--- config.mk ---
export PLATFORM = sky130hd
export DESIGN_NAME = multicycle_exec_unit
export DESIGN_NICKNAME = d
export VERILOG_FILES = /design/src/rtl/multicycle_exec_unit.sv
export SDC_FILE = /design/constraint.sdc
export NUM_CORES = 2
export LEC_CHECK = 0
export ABC_AREA = 1
export BUFFER_PORTS_ARGS = -buffer_cell sky130_fd_sc_hd__buf_2
export CAP_MARGIN = 15
export CORE_MARGIN = 5
export CORE_UTILIZATION = 55
export CTS_CLUSTER_DIAMETER = 30
export DETAILED_ROUTE_END_ITERATION = 8
export PLACE_DENSITY_LB_ADDON = 0.2
export SLEW_MARGIN = 40
export SYNTH_ARGS = -nofsm -noshare
export SYNTH_HDL_FRONTEND = slang
export SYNTH_SLANG_ARGS = --single-unit
--- constraint.sdc ---
create_clock -name clk -period 15.35 [get_ports clk]
set_input_delay 0.7675 -clock clk [delete_from_list [all_inputs] [get_ports clk]]
set_output_delay 0.7675 -clock clk [all_outputs]
set_load 0.02 [all_outputs]
--- src/rtl/multicycle_exec_unit.sv ---
// multicycle_exec_unit: single-cycle ALU plus iterative shift/mul/div behind a start/busy/done handshake
module multicycle_exec_unit #(
  parameter int WIDTH = 32,
  parameter bit ENABLE_MULDIV = 1'b1,
  localparam int SHW = $clog2(WIDTH)
) (
  input  logic             clk,
  input  logic             reset,
  input  logic             start,
  input  logic [3:0]       op,
  input  logic [WIDTH-1:0] src_a,
  input  logic [WIDTH-1:0] src_b,
  input  logic [SHW-1:0]   shamt,
  input  logic             shamt_sel,
  output logic             busy,
  output logic             done,
  output logic [WIDTH-1:0] result,
  output logic [WIDTH-1:0] result_hi,
  output logic             zero,
  output logic             overflow,
  output logic             div_zero,
  output logic             eq,
  output logic             gt,
  output logic             lt
);
  typedef enum logic [1:0] {IDLE, RUN, FINISH} state_t;
  state_t st;
  logic [3:0] op_r;
  logic [WIDTH-1:0] a_r, b_r, p_hi, p_lo;
  logic [SHW:0] cnt;
  logic accept, is_shift, is_md, sgn, div_ge;
  logic [SHW-1:0] n;
  logic [WIDTH-1:0] sum, diff, abs_a, abs_b, ma, mb, alu_res, sh_lo, div_q, div_rem;
  logic [WIDTH-1:0] nh, nl, fin_lo, fin_hi;
  logic [WIDTH:0] mul_sum, div_t;
  logic [2*WIDTH-1:0] mul_p, prod_s;
  logic alu_ovf, fin_ovf, fin_dz;
  assign busy = st == RUN;
  assign done = st == FINISH;
  assign accept = start && st != RUN;
  assign n = shamt_sel ? src_a[SHW-1:0] : shamt;
  assign is_shift = op >= 4'd6 && op <= 4'd8 && n != '0;
  assign is_md = ENABLE_MULDIV && (op == 4'd9 || op == 4'd10);
  assign sum = src_a + src_b;
  assign diff = src_a - src_b;
  assign abs_a = src_a[WIDTH-1] ? -src_a : src_a;
  assign abs_b = src_b[WIDTH-1] ? -src_b : src_b;
  assign ma = a_r[WIDTH-1] ? -a_r : a_r;
  assign mb = b_r[WIDTH-1] ? -b_r : b_r;
  assign sgn = a_r[WIDTH-1] ^ b_r[WIDTH-1];
  assign mul_sum = {1'b0, p_hi} + (p_lo[0] ? {1'b0, ma} : '0);
  assign mul_p = {mul_sum, p_lo[WIDTH-1:1]};
  assign prod_s = sgn ? -mul_p : mul_p;
  assign div_t = {p_hi, p_lo[WIDTH-1]};
  assign div_ge = div_t >= {1'b0, mb};
  assign div_rem = div_ge ? div_t[WIDTH-1:0] - mb : div_t[WIDTH-1:0];
  assign div_q = {p_lo[WIDTH-2:0], div_ge};
  assign sh_lo = op_r == 4'd6 ? p_lo << 1 : {op_r == 4'd8 && p_lo[WIDTH-1], p_lo[WIDTH-1:1]};
  assign nh = op_r == 4'd9 ? mul_sum[WIDTH:1] : op_r == 4'd10 ? div_rem : '0;
  assign nl = op_r == 4'd9 ? mul_p[WIDTH-1:0] : op_r == 4'd10 ? div_q : sh_lo;
  assign fin_dz = op_r == 4'd10 && b_r == '0;
  assign fin_ovf = op_r == 4'd10 && a_r == {1'b1, {(WIDTH-1){1'b0}}} && b_r == '1;
  assign fin_lo = op_r == 4'd9 ? prod_s[WIDTH-1:0] : op_r != 4'd10 ? sh_lo : fin_dz ? '1 : sgn ? -div_q : div_q;
  assign fin_hi = op_r == 4'd9 ? prod_s[2*WIDTH-1:WIDTH] : op_r != 4'd10 ? '0 : fin_dz ? a_r : a_r[WIDTH-1] ? -div_rem : div_rem;
  // single-cycle ALU result and overflow from the live operands
  always_comb begin
    alu_res = '0;
    alu_ovf = 1'b0;
    case (op)
      4'd0: begin alu_res = sum; alu_ovf = src_a[WIDTH-1] == src_b[WIDTH-1] && sum[WIDTH-1] != src_a[WIDTH-1]; end
      4'd1: begin alu_res = diff; alu_ovf = src_a[WIDTH-1] != src_b[WIDTH-1] && diff[WIDTH-1] != src_a[WIDTH-1]; end
      4'd2: alu_res = src_a & src_b;
      4'd3: alu_res = src_a | src_b;
      4'd4: alu_res = src_a ^ src_b;
      4'd5: alu_res = {{(WIDTH-1){1'b0}}, $signed(src_a) < $signed(src_b)};
      4'd6, 4'd7, 4'd8: alu_res = src_b;
      4'd11: alu_res = src_a;
      default: alu_res = '0;
    endcase
  end
  // control FSM, iteration datapath and registered results
  always_ff @(posedge clk) begin
    if (reset) begin
      st <= IDLE;
      {op_r, a_r, b_r, p_hi, p_lo, cnt} <= '0;
      {result, result_hi, zero, overflow, div_zero, eq, gt, lt} <= '0;
    end else if (accept) begin
      op_r <= op;
      a_r <= src_a;
      b_r <= src_b;
      p_hi <= '0;
      if (is_shift) begin
        st <= RUN;
        cnt <= {1'b0, n};
        p_lo <= src_b;
      end else if (is_md) begin
        st <= RUN;
        cnt <= (SHW+1)'(WIDTH);
        p_lo <= op == 4'd9 ? abs_b : abs_a;
      end else begin
        st <= FINISH;
        result <= alu_res;
        result_hi <= '0;
        zero <= alu_res == '0;
        overflow <= alu_ovf;
        div_zero <= 1'b0;
        eq <= src_a == src_b;
        gt <= $signed(src_a) > $signed(src_b);
        lt <= $signed(src_a) < $signed(src_b);
      end
    end else if (st == RUN) begin
      p_hi <= nh;
      p_lo <= nl;
      cnt <= cnt - 1'b1;
      if (cnt == 1) begin
        st <= FINISH;
        result <= fin_lo;
        result_hi <= fin_hi;
        zero <= fin_lo == '0;
        overflow <= fin_ovf;
        div_zero <= fin_dz;
        eq <= a_r == b_r;
        gt <= $signed(a_r) > $signed(b_r);
        lt <= $signed(a_r) < $signed(b_r);
      end
    end else if (st == FINISH) begin
      st <= IDLE;
    end
  end
endmodule

==> results.json <==
{
  "status": "complete, no violations",
  "synth_common_cells": "1,241 x nand2_1, 663 x inv_1, 551 x nor2_1, 476 x o21ai_0, 434 x a21oi_1",
  "clk_latency_ns": 0.63,
  "synth_adder_area_share_pct": 9.13,
  "crit_path_start": "b_r[1]",
  "finalHoldViolCount": 0,
  "cp-end-kind": "flip-flop",
  "drtIter0Drc": 5358,
  "syn_area_per_cell_um2": 5.61,
  "final_max_slew_viol_count": 0,
  "synth_seq_area_share_pct": 14.5,
  "synth_cell_types": 66,
  "crit_fanout": 23,
  "finalCriticalPeriod_ns": 6.77,
  "overflow": 0,
  "antenna_found_initial": 8,
  "synth-compound-area-share_pct": 25.2,
  "die_h_um": 239,
  "area_growth_pct": 11.3,
  "route.detailed.drc": 0,
  "cp_slowest_cell": "inv_1",
  "path_class": "reg2reg",
  "crit-reg2reg-launch": "b_r[1]",
  "drive_above_1_share_pct": 8.79,
  "critical_path.max_stage_delay_ns": 0.52,
  "irDropWorstVdd_uv": 129,
  "hpwl_um": 112000,
  "clkTransAtPathRegs_ns": 0.05,
  "yosys_register_bits": 210,
  "gp_congestion": 1.08,
  "setup_viol_count_final": 0,
  "grt_pass1_wl_um": 213000,
  "worst-path-buf-inv": 6,
  "yosysTopAreaCell": "nand2_1",
  "htreeDepth": 2,
  "rows": 84,
  "totalWireLength_um": 146000,
  "cp_common_cell": "nand2_1",
  "cpLargestDelayFamily": "simple AND/OR/NAND/NOR gates",
  "slew-limit-headroom_pct": 32.6,
  "synthArstFlopShare_pct": 0,
  "synth_nets": 5447,
  "cts_hold_buf": 0,
  "synth_edf_count": 0,
  "setup-tns-final_ns": 0,
  "drv_cap": 0,
  "route.vias.total": 38000,
  "syn_inst": 5161,
  "synth_top_area_share_pct": 16.1,
  "critPathLaunchType": "flip-flop",
  "cts_buffer_depth": 3,
  "die_area_um2": 57300,
  "synth-xor-area-share_pct": 2.99,
  "dominantRegCellSynth": "dfxtp_1",
  "synth_top_family_by_area": "simple AND/OR/NAND/NOR gates",
  "first_global_vias": 35000,
  "hp-start": "div_zero",
  "synth_most_common_cell": "nand2_1",
  "grtUsageTotal_pct": 48.4,
  "crit_arrival_ns": 7.34,
  "total_leakage_power_uw": 0.0161,
  "powerDensity_nw_per_um2": 98.7,
  "first_pass_iters": 9,
  "synthTopCellsByArea": "nand2_1 16%, dfxtp_1 15%, ha_1 8.9%",
  "final_cells": 5934,
  "synthMuxAreaShare_pct": 0,
  "worstMarginPinSlew_ns": 1.00,
  "max_freq_mhz": 148,
  "clock-root-buffer": "clkbuf_16",
  "min_period_over_period_pct": 44.1,
  "cp.required_ns": 15.92,
  "synth_simple_gate_area_share_pct": 36.1,
  "skew_ns": 0.0409,
  "syn_area_um2": 29000,
  "yosys_warnings": 0,
  "ant_nets": 0,
  "cts_buffers": 59,
  "cts_resized": 0,
  "core_area_um2": 52300,
  "pin_count": 149,
  "die_w_um": 239,
  "grt_max_degree": 101,
  "dp_cells": 5819,
  "rsz0062_at_grt": "no",
  "start_util_pct": 55.3,
  "holdCritPathClass": "reg2reg",
  "final_nets": 5481,
  "via_per_inst": 6.41,
  "tritoncts": "done",
  "io_buffers": 148,
  "cts_num_sinks": 210,
  "routedWlPerCell_um": 24.6,
  "cts_setup_buffers": 0
}
-- cell type report --
| type | count | area (um2) |
|---|---|---|
| multi-input combinational | 4044 | 21300 |
| fill | 5333 | 20100 |
| sequential | 210 | 4210 |
| inverter | 686 | 2570 |
| clock buffer | 64 | 1540 |
| timing repair buffer | 194 | 1110 |
| tap | 688 | 861 |
| clock inverter | 47 | 621 |
| antenna | 1 | 2.50 |
-- report_power, final --
| part | total [uW] | internal, uW | switching [uW] |
|---|---|---|---|
| clock | 1330 | 889 | 445 |
| combinational | 1200 | 332 | 867 |
| sequential | 649 | 579 | 70.1 |
| total | 3180 | 1800 | 1380 |
-- kinds of logic after synthesis --
family	after synthesis
flip-flops	210
AND/OR/NAND/NOR	2447
buffers and inverters	907
adder cells (fa/ha/maj)	209
XOR/XNOR	99
AO/OA/AOI/OAI	1289
-- flip-flops by register name, summed over array words and instances, names as in the netlist, 4 cells and up --
register,flops
p_hi,32
op_r,4
result_hi,32
a_r,32
b_r,32
p_lo,32
result,32
cnt,6
-- cell usage in the layout, fill, tap and decap left out, types with 10 or more instances in the layout --
| cell type | netlist | routed |
|---|---|---|
| nand2_1 | 1241 | 1239 |
| inv_1 | 663 | 659 |
| nor2_1 | 551 | 544 |
| o21ai_0 | 476 | 473 |
| a21oi_1 | 434 | 433 |
| nand3_1 | 339 | 337 |
| dfxtp_1 | 210 | 208 |
| ha_1 | 205 | 204 |
| buf_2 | 18 | 148 |
| nor3_1 | 101 | 99 |
| xor2_1 | 87 | 87 |
| o22ai_1 | 68 | 68 |
| nand4_1 | 61 | 61 |
| clkbuf_16 | 0 | 60 |
| a31oi_1 | 50 | 50 |
| o211ai_1 | 48 | 48 |
| buf_4 | 2 | 41 |
| a211oi_1 | 33 | 33 |
| nand2_2 | 26 | 28 |
| o21ai_1 | 27 | 28 |
| or2_2 | 28 | 28 |
| nor2_2 | 17 | 21 |
| inv_2 | 13 | 21 |
| nor4_1 | 21 | 20 |
| o21bai_1 | 20 | 20 |
| o221ai_1 | 19 | 19 |
| a221oi_1 | 16 | 16 |
| clkinv_4 | 0 | 16 |
| o21a_1 | 15 | 15 |
| nor3_2 | 12 | 14 |
| a41oi_1 | 13 | 13 |
| nand3b_1 | 13 | 13 |
| a21o_1 | 12 | 12 |
| xnor2_1 | 12 | 12 |
| o21ai_2 | 8 | 10 |
-- path summary, 6_finish.rpt --
kind / endpoint / slack [ns] / cells after the start
setup / recovery: zero / 8.58 / 42
hold reg to reg: div_zero / 0.46 / 2
hold / removal: div_zero / 0.46 / 2
setup reg to reg: zero / 8.58 / 42
-- metal layers --
| metal | global-route usage, % | wire [um] | vias to the layer above |
|---|---|---|---|
| met5 | 0 | 68 | - |
| met4 | 45.1 | 18300 | 10 |
| met3 | 12.9 | 18600 | 899 |
| met2 | 72.4 | 59300 | 2865 |
| met1 | 56.0 | 49700 | 17000 |
| li1 | - | - | 17300 |
-- stage by stage --
step	hold WS, ns	worst slack (ns)	cell area [um2]	total power [uW]	util (%)
floorplan	0.459	10.11	29000	1390	-
global route	0.482	7.82	32200	3290	61.6
CTS	0.465	8.80	32200	3100	61.5
global placement	0.451	9.03	30000	1760	57.3
finish	0.458	8.58	32200	3180	61.6
detailed placement	0.458	8.91	30000	1770	57.4
-- tightest hold or removal path: stages, from the launching register on --
cell	delay, ns
dfxtp_1	0.30
nand2_1	0.06
a21oi_1	0.05
No activity file was read; power rests on OpenSTA's default activity.
